--- src/rtl/vector_pkg.sv ---
// Shared state encodings and fade-mode constants for the vector framebuffer scheduler.
package vector_pkg;

  localparam int unsigned STATE_W = 5;
  localparam int unsigned MODE_W  = 2;
  localparam int unsigned STEP_W  = 8;

  typedef enum logic [STATE_W-1:0] {
    S_IDLE     = 5'd0,
    S_PREP     = 5'd1,
    S_CLEAR    = 5'd2,
    S_SW_ADDR  = 5'd3,
    S_SW_WAIT  = 5'd4,
    S_SW_WRITE = 5'd5,
    S_DONE     = 5'd6,
    S_DRAW     = 5'd7
  } state_t;

  localparam logic [MODE_W-1:0] FADE_NONE  = 2'd0;
  localparam logic [MODE_W-1:0] FADE_CLEAR = 2'd1;
  localparam logic [MODE_W-1:0] FADE_HALVE = 2'd2;
  localparam logic [MODE_W-1:0] FADE_SUB   = 2'd3;

endpackage

--- src/rtl/vector_fade_alu.sv ---
// Combinational per-byte fade: clear, halve or saturating subtract of a framebuffer byte.
module vector_fade_alu
  import vector_pkg::*;
#(
  parameter int unsigned DATA_WIDTH = 8
) (
  input  logic [MODE_W-1:0]     mode,
  input  logic [STEP_W-1:0]     step,
  input  logic [DATA_WIDTH-1:0] q,
  output logic [DATA_WIDTH-1:0] data
);

  localparam int unsigned CW = (DATA_WIDTH > STEP_W) ? DATA_WIDTH : STEP_W;

  logic [CW-1:0] q_w;
  logic [CW-1:0] step_w;
  logic [CW-1:0] diff;

  always_comb begin
    q_w    = CW'(q);
    step_w = CW'(step);
    diff   = q_w - step_w;
    data   = q;
    case (mode)
      FADE_CLEAR: data = '0;
      FADE_HALVE: data = q >> 1;
      // Saturate at zero rather than wrapping.
      FADE_SUB:   data = (q_w > step_w) ? DATA_WIDTH'(diff) : '0;
      default:    data = q;
    endcase
  end

endmodule

--- src/rtl/vector_fb_scheduler.sv ---
// Framebuffer port-B owner: per-vblank fade sweep followed by granting renderer pixel writes.
module vector_fb_scheduler
  import vector_pkg::*;
#(
  parameter int unsigned FB_ADDR_WIDTH = 16,
  parameter int unsigned FB_DATA_WIDTH = 8
) (
  input  logic                     clk,
  input  logic                     reset,
  input  logic                     vblank,
  input  logic [MODE_W-1:0]        fade_mode,
  input  logic [STEP_W-1:0]        fade_step,
  input  logic                     overrun_clr,
  input  logic                     draw_req,
  input  logic [FB_ADDR_WIDTH-1:0] draw_addr,
  input  logic [FB_DATA_WIDTH-1:0] draw_data,
  output logic                     draw_ready,
  output logic                     draw_start,
  output logic                     sweep_busy,
  output logic                     frame_overrun,
  output logic [FB_ADDR_WIDTH-1:0] fb_addr,
  output logic                     fb_wr,
  output logic [FB_DATA_WIDTH-1:0] fb_data,
  input  logic [FB_DATA_WIDTH-1:0] fb_q
);

  state_t                   state;
  logic                     vblank_last;
  logic                     vb_edge;
  logic [FB_ADDR_WIDTH-1:0] ptr;
  logic                     ptr_last;
  logic [MODE_W-1:0]        mode_q;
  logic [STEP_W-1:0]        step_q;
  logic [FB_DATA_WIDTH-1:0] fade_data;

  assign vb_edge    = vblank && !vblank_last;
  assign ptr_last   = &ptr;
  assign draw_ready = (state == S_DRAW);

  vector_fade_alu #(
    .DATA_WIDTH(FB_DATA_WIDTH)
  ) u_fade_alu (
    .mode (mode_q),
    .step (step_q),
    .q    (fb_q),
    .data (fade_data)
  );

  always_ff @(posedge clk) begin
    if (reset) begin
      state         <= S_IDLE;
      vblank_last   <= 1'b1;
      ptr           <= '0;
      mode_q        <= FADE_NONE;
      step_q        <= '0;
      fb_addr       <= '0;
      fb_wr         <= 1'b0;
      fb_data       <= '0;
      draw_start    <= 1'b0;
      sweep_busy    <= 1'b0;
      frame_overrun <= 1'b0;
    end else begin
      vblank_last <= vblank;
      draw_start  <= 1'b0;

      // An edge arriving while a sweep is still running is flagged, not acted on.
      if (vb_edge && (state != S_IDLE) && (state != S_DRAW)) begin
        frame_overrun <= 1'b1;
      end else if (overrun_clr) begin
        frame_overrun <= 1'b0;
      end

      case (state)
        S_IDLE: begin
          fb_wr <= 1'b0;
          if (vb_edge) begin
            state      <= S_PREP;
            sweep_busy <= 1'b1;
          end
        end

        S_PREP: begin
          fb_wr  <= 1'b0;
          mode_q <= fade_mode;
          step_q <= fade_step;
          ptr    <= '0;
          case (fade_mode)
            FADE_NONE:  state <= S_DONE;
            FADE_CLEAR: state <= S_CLEAR;
            default:    state <= S_SW_ADDR;
          endcase
        end

        S_CLEAR: begin
          fb_addr <= ptr;
          fb_data <= '0;
          fb_wr   <= 1'b1;
          if (ptr_last) begin
            state <= S_DONE;
          end else begin
            ptr <= ptr + FB_ADDR_WIDTH'(1);
          end
        end

        S_SW_ADDR: begin
          fb_addr <= ptr;
          fb_wr   <= 1'b0;
          state   <= S_SW_WAIT;
        end

        // Registered RAM output needs a second cycle after the address change.
        S_SW_WAIT: begin
          state <= S_SW_WRITE;
        end

        S_SW_WRITE: begin
          fb_data <= fade_data;
          fb_wr   <= 1'b1;
          if (ptr_last) begin
            state <= S_DONE;
          end else begin
            ptr   <= ptr + FB_ADDR_WIDTH'(1);
            state <= S_SW_ADDR;
          end
        end

        S_DONE: begin
          draw_start <= 1'b1;
          fb_wr      <= 1'b0;
          sweep_busy <= 1'b0;
          state      <= S_DRAW;
        end

        S_DRAW: begin
          if (draw_req) begin
            fb_addr <= draw_addr;
            fb_data <= draw_data;
            fb_wr   <= 1'b1;
          end else begin
            fb_wr <= 1'b0;
          end
          if (vb_edge) begin
            state      <= S_PREP;
            sweep_busy <= 1'b1;
          end
        end

        default: begin
          fb_wr <= 1'b0;
          state <= S_IDLE;
        end
      endcase
    end
  end

endmodule

--- config.mk ---
export PLATFORM = sky130hd
export DESIGN_NAME = vector_fb_scheduler
export DESIGN_NICKNAME = d
export VERILOG_FILES = /design/src/rtl/vector_pkg.sv /design/src/rtl/vector_fade_alu.sv /design/src/rtl/vector_fb_scheduler.sv
export SDC_FILE = /design/constraint.sdc
export NUM_CORES = 1
export LEC_CHECK = 0
export ABC_CLOCK_PERIOD_IN_PS = 3100
export BUFFER_PORTS_ARGS = -buffer_cell sky130_fd_sc_hd__clkbuf_2
export CAP_MARGIN = 20
export CORE_MARGIN = 10
export CORE_UTILIZATION = 50
export CTS_CLUSTER_SIZE = 30
export DETAILED_ROUTE_END_ITERATION = 10
export GPL_TIMING_DRIVEN = 0
export PLACE_DENSITY = 0.81
export SKIP_LAST_GASP = 1
export SLEW_MARGIN = 40
export SYNTH_ARGS = -nofsm -noshare
export SYNTH_HDL_FRONTEND = slang
export SYNTH_SLANG_ARGS = --single-unit
--- constraint.sdc ---
create_clock -name clk -period 3.1 [get_ports clk]
set_input_delay 0.62 -clock clk [delete_from_list [all_inputs] [get_ports clk]]
set_output_delay 0.62 -clock clk [all_outputs]
set_load 0.05 [all_outputs]
; Yosys cells after proc, flatten, opt, wreduce, memory -nomap -nowiden
; Cells that the tools add are included.
[classes]
eq_ne = 16
mux = 20
n_reduce_logical = 21
n_addsub = 2
n_lt_le_gt_ge = 1
[ops]
columns = operator, n
row1 = 16-bit one-hot mux with 2 select lines, 2
row2 = 8-bit one-hot mux with 3 select lines, 2
row3 = 5-bit one-hot mux with 7 select lines, 1
row4 = 16-bit 2-to-1 mux, 2
row5 = "5-bit by 3-bit equality test with 1-bit output, second input constant", 4
row6 = "16-bit by 1-bit adder with 16-bit output, second input constant", 1
row7 = 8-bit 2-to-1 mux, 2
row8 = 16-bit AND reduction, 1
row9 = "5-bit by 2-bit equality test with 1-bit output, second input constant", 2
row10 = 5-bit 2-to-1 mux, 2
row11 = 2-bit AND reduction, 5
row12 = 8-bit greater-than comparator, 1
row13 = 2-bit nonzero test, 4
row14 = 8-bit subtractor, 1
row15 = "2-bit != test, second input constant", 3
row16 = 3-bit one-hot mux with 2 select lines, 1
row17 = 2-bit OR reduction, 3
row18 = "5-bit by 1-bit equality test with 1-bit output, second input constant", 1
row19 = 5-bit zero test, 1
row20 = 1-bit 2-to-1 mux, 5
row21 = "5-bit by 3-bit != test with 1-bit output, second input constant", 1
row22 = 5-bit nonzero test, 1
row23 = "2-bit by 1-bit equality test with 1-bit output, second input constant", 2
row24 = "2-bit equality test, second input constant", 2
row25 = 8 further kinds, 10
[word_totals]
wordCells = 71
register_bits = 60
output_inout_bits = 29
input_bits = 47

; Logic depth before layout (Yosys ltp)
[logic_depth]
depth_word = 5
mapped_depth = 9
mapped_depth_nobuf = 8

; Hierarchy
; A second synthesis with hierarchy kept.
[hier_totals]
cells_unflattened = 426
hier_area_um2 = 3435.8
[modules_own_cells]
columns = mod, instances, seq_area_each_um2, area_per_inst_um2, cells_per_inst
row1 = vector_fb_scheduler, 1, 1161.1, 2798.9, 336
row2 = vector_fade_alu, 1, 0.0, 636.9, 90

; Least setup slack after synthesis
; Ideal clock, no wire load.
[synth_path]
path_kind = input port to flip-flop
from = in fb_q[0]
to = reg fb_data[2]
path_stages = 8
n_path_buf = 0
t_arrival_ns = 2.303
t_required_ns = 3.021
setup_ns = 0.079
path_slack_ns = 0.718
cell_sequence = inv_1 > ha_1 > fa_1 > nand2b_1 > a211o_1 > a211oi_4 > o311ai_1 > a211oi_2
[synth_between]
elab_chain_len = 4
elab_cells_between_ends = 5
cone_classes = 1 x add/sub / 1 x order compare / 3 x mux
[synth_rtl]
columns = element, line_no
row1 = start: declaration, vector_fb_scheduler.sv:24  ; input logic [FB_DATA_WIDTH-1:0] fb_q
row2 = 8-bit subtractor or 8-bit greater-than comparator (tied branches), "vector_fade_alu.sv:22, vector_fade_alu.sv:28"
row3 = 8-bit 2-to-1 mux *, vector_fade_alu.sv:28  ; FADE_SUB: data = (q_w > step_w) ? DATA_WIDTH'(diff) : '0;
row4 = 8-bit one-hot mux with 3 select lines *, vector_fade_alu.sv:24  ; case (mode)
row5 = 8-bit one-hot mux with 3 select lines *, vector_fb_scheduler.sv:73  ; case (state)
row6 = end signal: assignment, vector_fb_scheduler.sv:117  ; fb_data <= fade_data;
row7 = end signal: assignment, vector_fb_scheduler.sv:137  ; fb_data <= draw_data;
row8 = end: declaration, vector_fb_scheduler.sv:23  ; output logic [FB_DATA_WIDTH-1:0] fb_data,
; Every way passes the cells marked *; elsewhere a longest branch is shown, timed or not.
; A chain may end at the register's enable or synchronous reset.

; Worst setup path in the final report
[layout_path]
from = reg state[0]
to = out draw_ready
[layout_between]
elab_chain_len = 1
[layout_rtl]
columns = element, line_no
row1 = start: declaration, vector_fb_scheduler.sv:27  ; state_t state;
row2 = start signal: assignment, vector_fb_scheduler.sv:51  ; state <= S_IDLE;
row3 = start signal: assignment, vector_fb_scheduler.sv:77  ; state <= S_PREP;
row4 = start signal: assignment, vector_fb_scheduler.sv:88  ; FADE_NONE: state <= S_DONE;
row5 = 5-bit by 3-bit equality test with 1-bit output, vector_fb_scheduler.sv:38  ; assign draw_ready = (state == S_DRAW);
row6 = end: declaration, vector_fb_scheduler.sv:17  ; output logic draw_ready,
; No other way between the ends.

==> metrics.md <==
| Metric | Value |
|---|---|
| Status | complete, no violations |
| Arr. time, crit path | roughly 2.2 ns |
| Worst vdd ir | about 0.00046 V |
| Mapped Area | ~3500 um^2 |
| Netlist cell types | about 70 |
| DR WL/cell | ~16 um |
| Initial DRC count | between 200 and 300 |
| Post-synthesis sequential area ratio | 0.3329 |
| Count of final setup violators | 0 |
| Fin. Hold Viols | 0 |
| Syn nets | around 500 |
| Vias per cell | between 5 and 6 |
| Post-synth EDFFs | 0 |
| Via count of the first global-routing pass | 3375 |
| First-pass GRT wire length | ~17 mm |
| Crit path max fanout | 10 |
| Post-Route WL | between 10 and 15 mm |
| Die width | approximately 100 um |
| Top cells by count, synth | nand2_1, dfxtp_1, nor2_1 |
| Post-DP HPWL | around 7.6 mm |
| Period minus WS final | between 2 and 3 ns |
| Seq cells post-synth | between 50 and 60 |
| Worst path slowest cell | dfxtp_1 |
| Met2 usage | 0.2793 |
| Share of flip-flops with an asynchronous set or reset | 0 |
| Pleak | 1.661 nW |
| Antenna cells | 0 |
| Cell family with most CP delay | buffers and inverters |
| Pint | 2.035 mW |
| Final Wtd Congestion | 0.9078 |
| Num ports | 76 |
| Yosys top cell area share | 0.3329 |
| Post-route ant nets | 0 |
| Die area | between 10000 and 15000 um^2 |
| Reg2Reg Depth | 7 |
| CP peak stage delay | between 0.4 and 0.5 ns |
| Clock group share of total power | 0.209 |
| Final-layout fill cell count | 590 |
| WHS | between 0.4 and 0.5 ns |
| Initial antenna violation count | 0 |
| Met1 GRT Util | 0.2411 |
| Post-CTS Repair Setup Buffers | 0 |
| Worst-Margin Slew | between 0.5 and 0.6 ns |
| NetSw | roughly 1.8 mW |
| Max Cap Viol | 0 |
| Clock latency on the worst-skew pair | between 0.3 and 0.4 ns |
| Cells after synthesis | 440 |
| Net count, final | about 590 |
| Drc violations | 0 |
| CTS tree | yes |
| Critical path cell sequence | ha_1, clkbuf_1, nand2_2, clkinv_1, buf_2, clkbuf_2 |
| Worst setup EP type | primary output |
| Period utilization | 0.9195 |
| Area contributors post-synth | dfxtp_1, nand2_1, nor2_1 |
| Post-synthesis average cell area | 7.928 um^2 |
| Synth warn | 0 |
| RSZ-0062 raised after global routing | false |
| Cell Count, Final, Fillers Out | 626 |
| CTS Buf Count | 9 |
| Critical Path RT | about 2.5 ns |
| Relative slew slack | 0.6130 |
| Worst Path Buf+Inv | 4 |
| Part of the power in registers | 0.278 |
| Skew final | 0.006990 ns |
| Die Height | between 100 and 150 um |
| Largest net degree at the start of global routing | 11 |
| Setup TNS Final | 0 ns |
| IO Port Bufs | between 70 and 80 |
| Stages on the worst setup path | 6 |
| Share of layout cells above drive strength 1 | 0.2453 |
| Synth-to-layout area growth | 20.77% |
| Area leader, netlist | dfxtp_1 |
| Starting Density | 0.5134 |
| First drt pass iteration count | 5 |
| Clock Tree Buf Depth | 2 |
| Overall routing resource usage | 0.1808 |
| Clock sink count | 58 |
| Critical path class | reg2out |
| Vias | 3571 |
| Gr ovfl total | 0 |
| Clock root cell | clkbuf_8 |
| Worst Hold Class | reg2reg |
| Rows | 30 |
| Reg2reg setup slack | approximately 0.86 ns |
| H-tree levels | 3 |
| Met3 global-route usage | 0.04151 |
| Core area | about 6800 um^2 |
| Sw Share | 0.4686 |
| Comb pwr share | 0.513 |
| Top_reg_cell synth | dfxtp_1 |
| Fmax | 0.3508 GHz |
| Hold Path Cell Cnt | 2 |
| Most common cell in the synthesized netlist | nand2_1 |
| Dpl cells | roughly 610 |
| Cts-stage hold buffer count | 0 |
| CP Launch Type | flop |
| Global-route layer with the greatest usage | met2 |
| Slew Limit Fails | 0 |
| PwrDens | ~910 nW/um^2 |
| Clock transition at path regs | approximately 0.07 ns |
-- sequential cells by signal, indices dropped and copies added, names as in the netlist --
signal / count
draw_start: 1
sweep_busy: 1
fb_data: 8
step_q: 8
state: 3
vblank_last: 1
fb_addr: 16
fb_wr: 1
mode_q: 2
frame_overrun: 1
ptr: 16
-- metal layers --
metal | vias to the layer above | wire length (um)
met5 | - | 0
li1 | 1765 | -
met1 | 1661 | 4508
met3 | 11 | 704
met2 | 134 | 4716
met4 | 0 | 119
-- cell families (layout without fill, tap and decap cells) --
group                    Yosys count  after routing  share of synthesized area
adder cells (fa/ha/maj)           14             14                    0.05237
AO/OA/AOI/OAI                    117            117                     0.2489
buffers and inverters             44            134                    0.05667
XOR/XNOR                           7              7                    0.01758
AND/OR/NAND/NOR                  190            190                     0.2615
multiplexers                      10             10                    0.03013
flip-flops                        58             58                     0.3329
-- worst reg2reg max path: cells and delay by family, from the launching register on --
kind            cells  cell delay [ns]
compound gates      4             1.05
fa+ha+maj           2             0.60
flops               1             0.32
simple gates        1             0.18
-- power groups by stage --
stage | clock network [mW] | logic (mW) | registers, mW
final | 0.801 | 1.96 | 1.07
after floorplan | 0 | 0.985 | 1.59
after detailed placement | 0 | 1.94 | 1.08
after CTS | 0.811 | 1.95 | 1.06
after global placement | 0 | 1.91 | 1.07
after global routing | 0.840 | 2.13 | 1.09
-- repair_timing --
action	CTS	global route
gates resized for setup	0	1
endpoints found under the hold margin	0	0
endpoints found under the setup margin	0	1
-- placed cells by master, fill, tap and decap left out, types with 8 or more instances in the layout --
cell type / n
a21oi_1: 30
a311oi_1: 18
buf_2: 11
clkbuf_1: 12
clkbuf_2: 75
clkbuf_8: 11
dfxtp_1: 58
ha_1: 13
inv_1: 16
nand2_1: 74
nand2b_1: 8
nand3_1: 14
nor2_1: 46
nor3_1: 8
o21ai_0: 14
-- final timing paths --
kind                                   end       from
worst max-delay path            draw_ready   state[0]
worst min register to register   step_q[7]  step_q[7]
worst max register to register  fb_data[5]  step_q[0]
worst min-delay path             step_q[7]  step_q[7]
-- layout make-up --
| type | count | area [um^2] | share of cell area |
|---|---|---|---|
| multi-input combinational | 338 | 2132 | 0.5061 |
| sequential | 58 | 1161 | 0.2756 |
| timing repair buffer | 75 | 375.4 | 0.08910 |
| clock buffer | 11 | 151.4 | 0.03594 |
| buffer | 27 | 133.9 | 0.03178 |
| tap | 96 | 120.1 | 0.02851 |
| clock inverter | 4 | 75.07 | 0.01782 |
| inverter | 17 | 63.81 | 0.01515 |
-- metrics by stage --
| step | area [um^2] | setup WS [ns] | util | total power [mW] |
|---|---|---|---|---|
| after CTS | 4210 | 0.1377 | 0.6197 | 3.830 |
| final | 4213 | 0.2497 | 0.6201 | 3.829 |
| after global placement | 3984 | 0.4623 | 0.5864 | 2.978 |
| after detailed placement | 3984 | 0.4654 | 0.5864 | 3.027 |
| after floorplan | 3488 | 0.7179 | - | 2.572 |
| after global routing | 4213 | 0.1200 | 0.6201 | 4.055 |
Power figures use the tool's default switching activity.
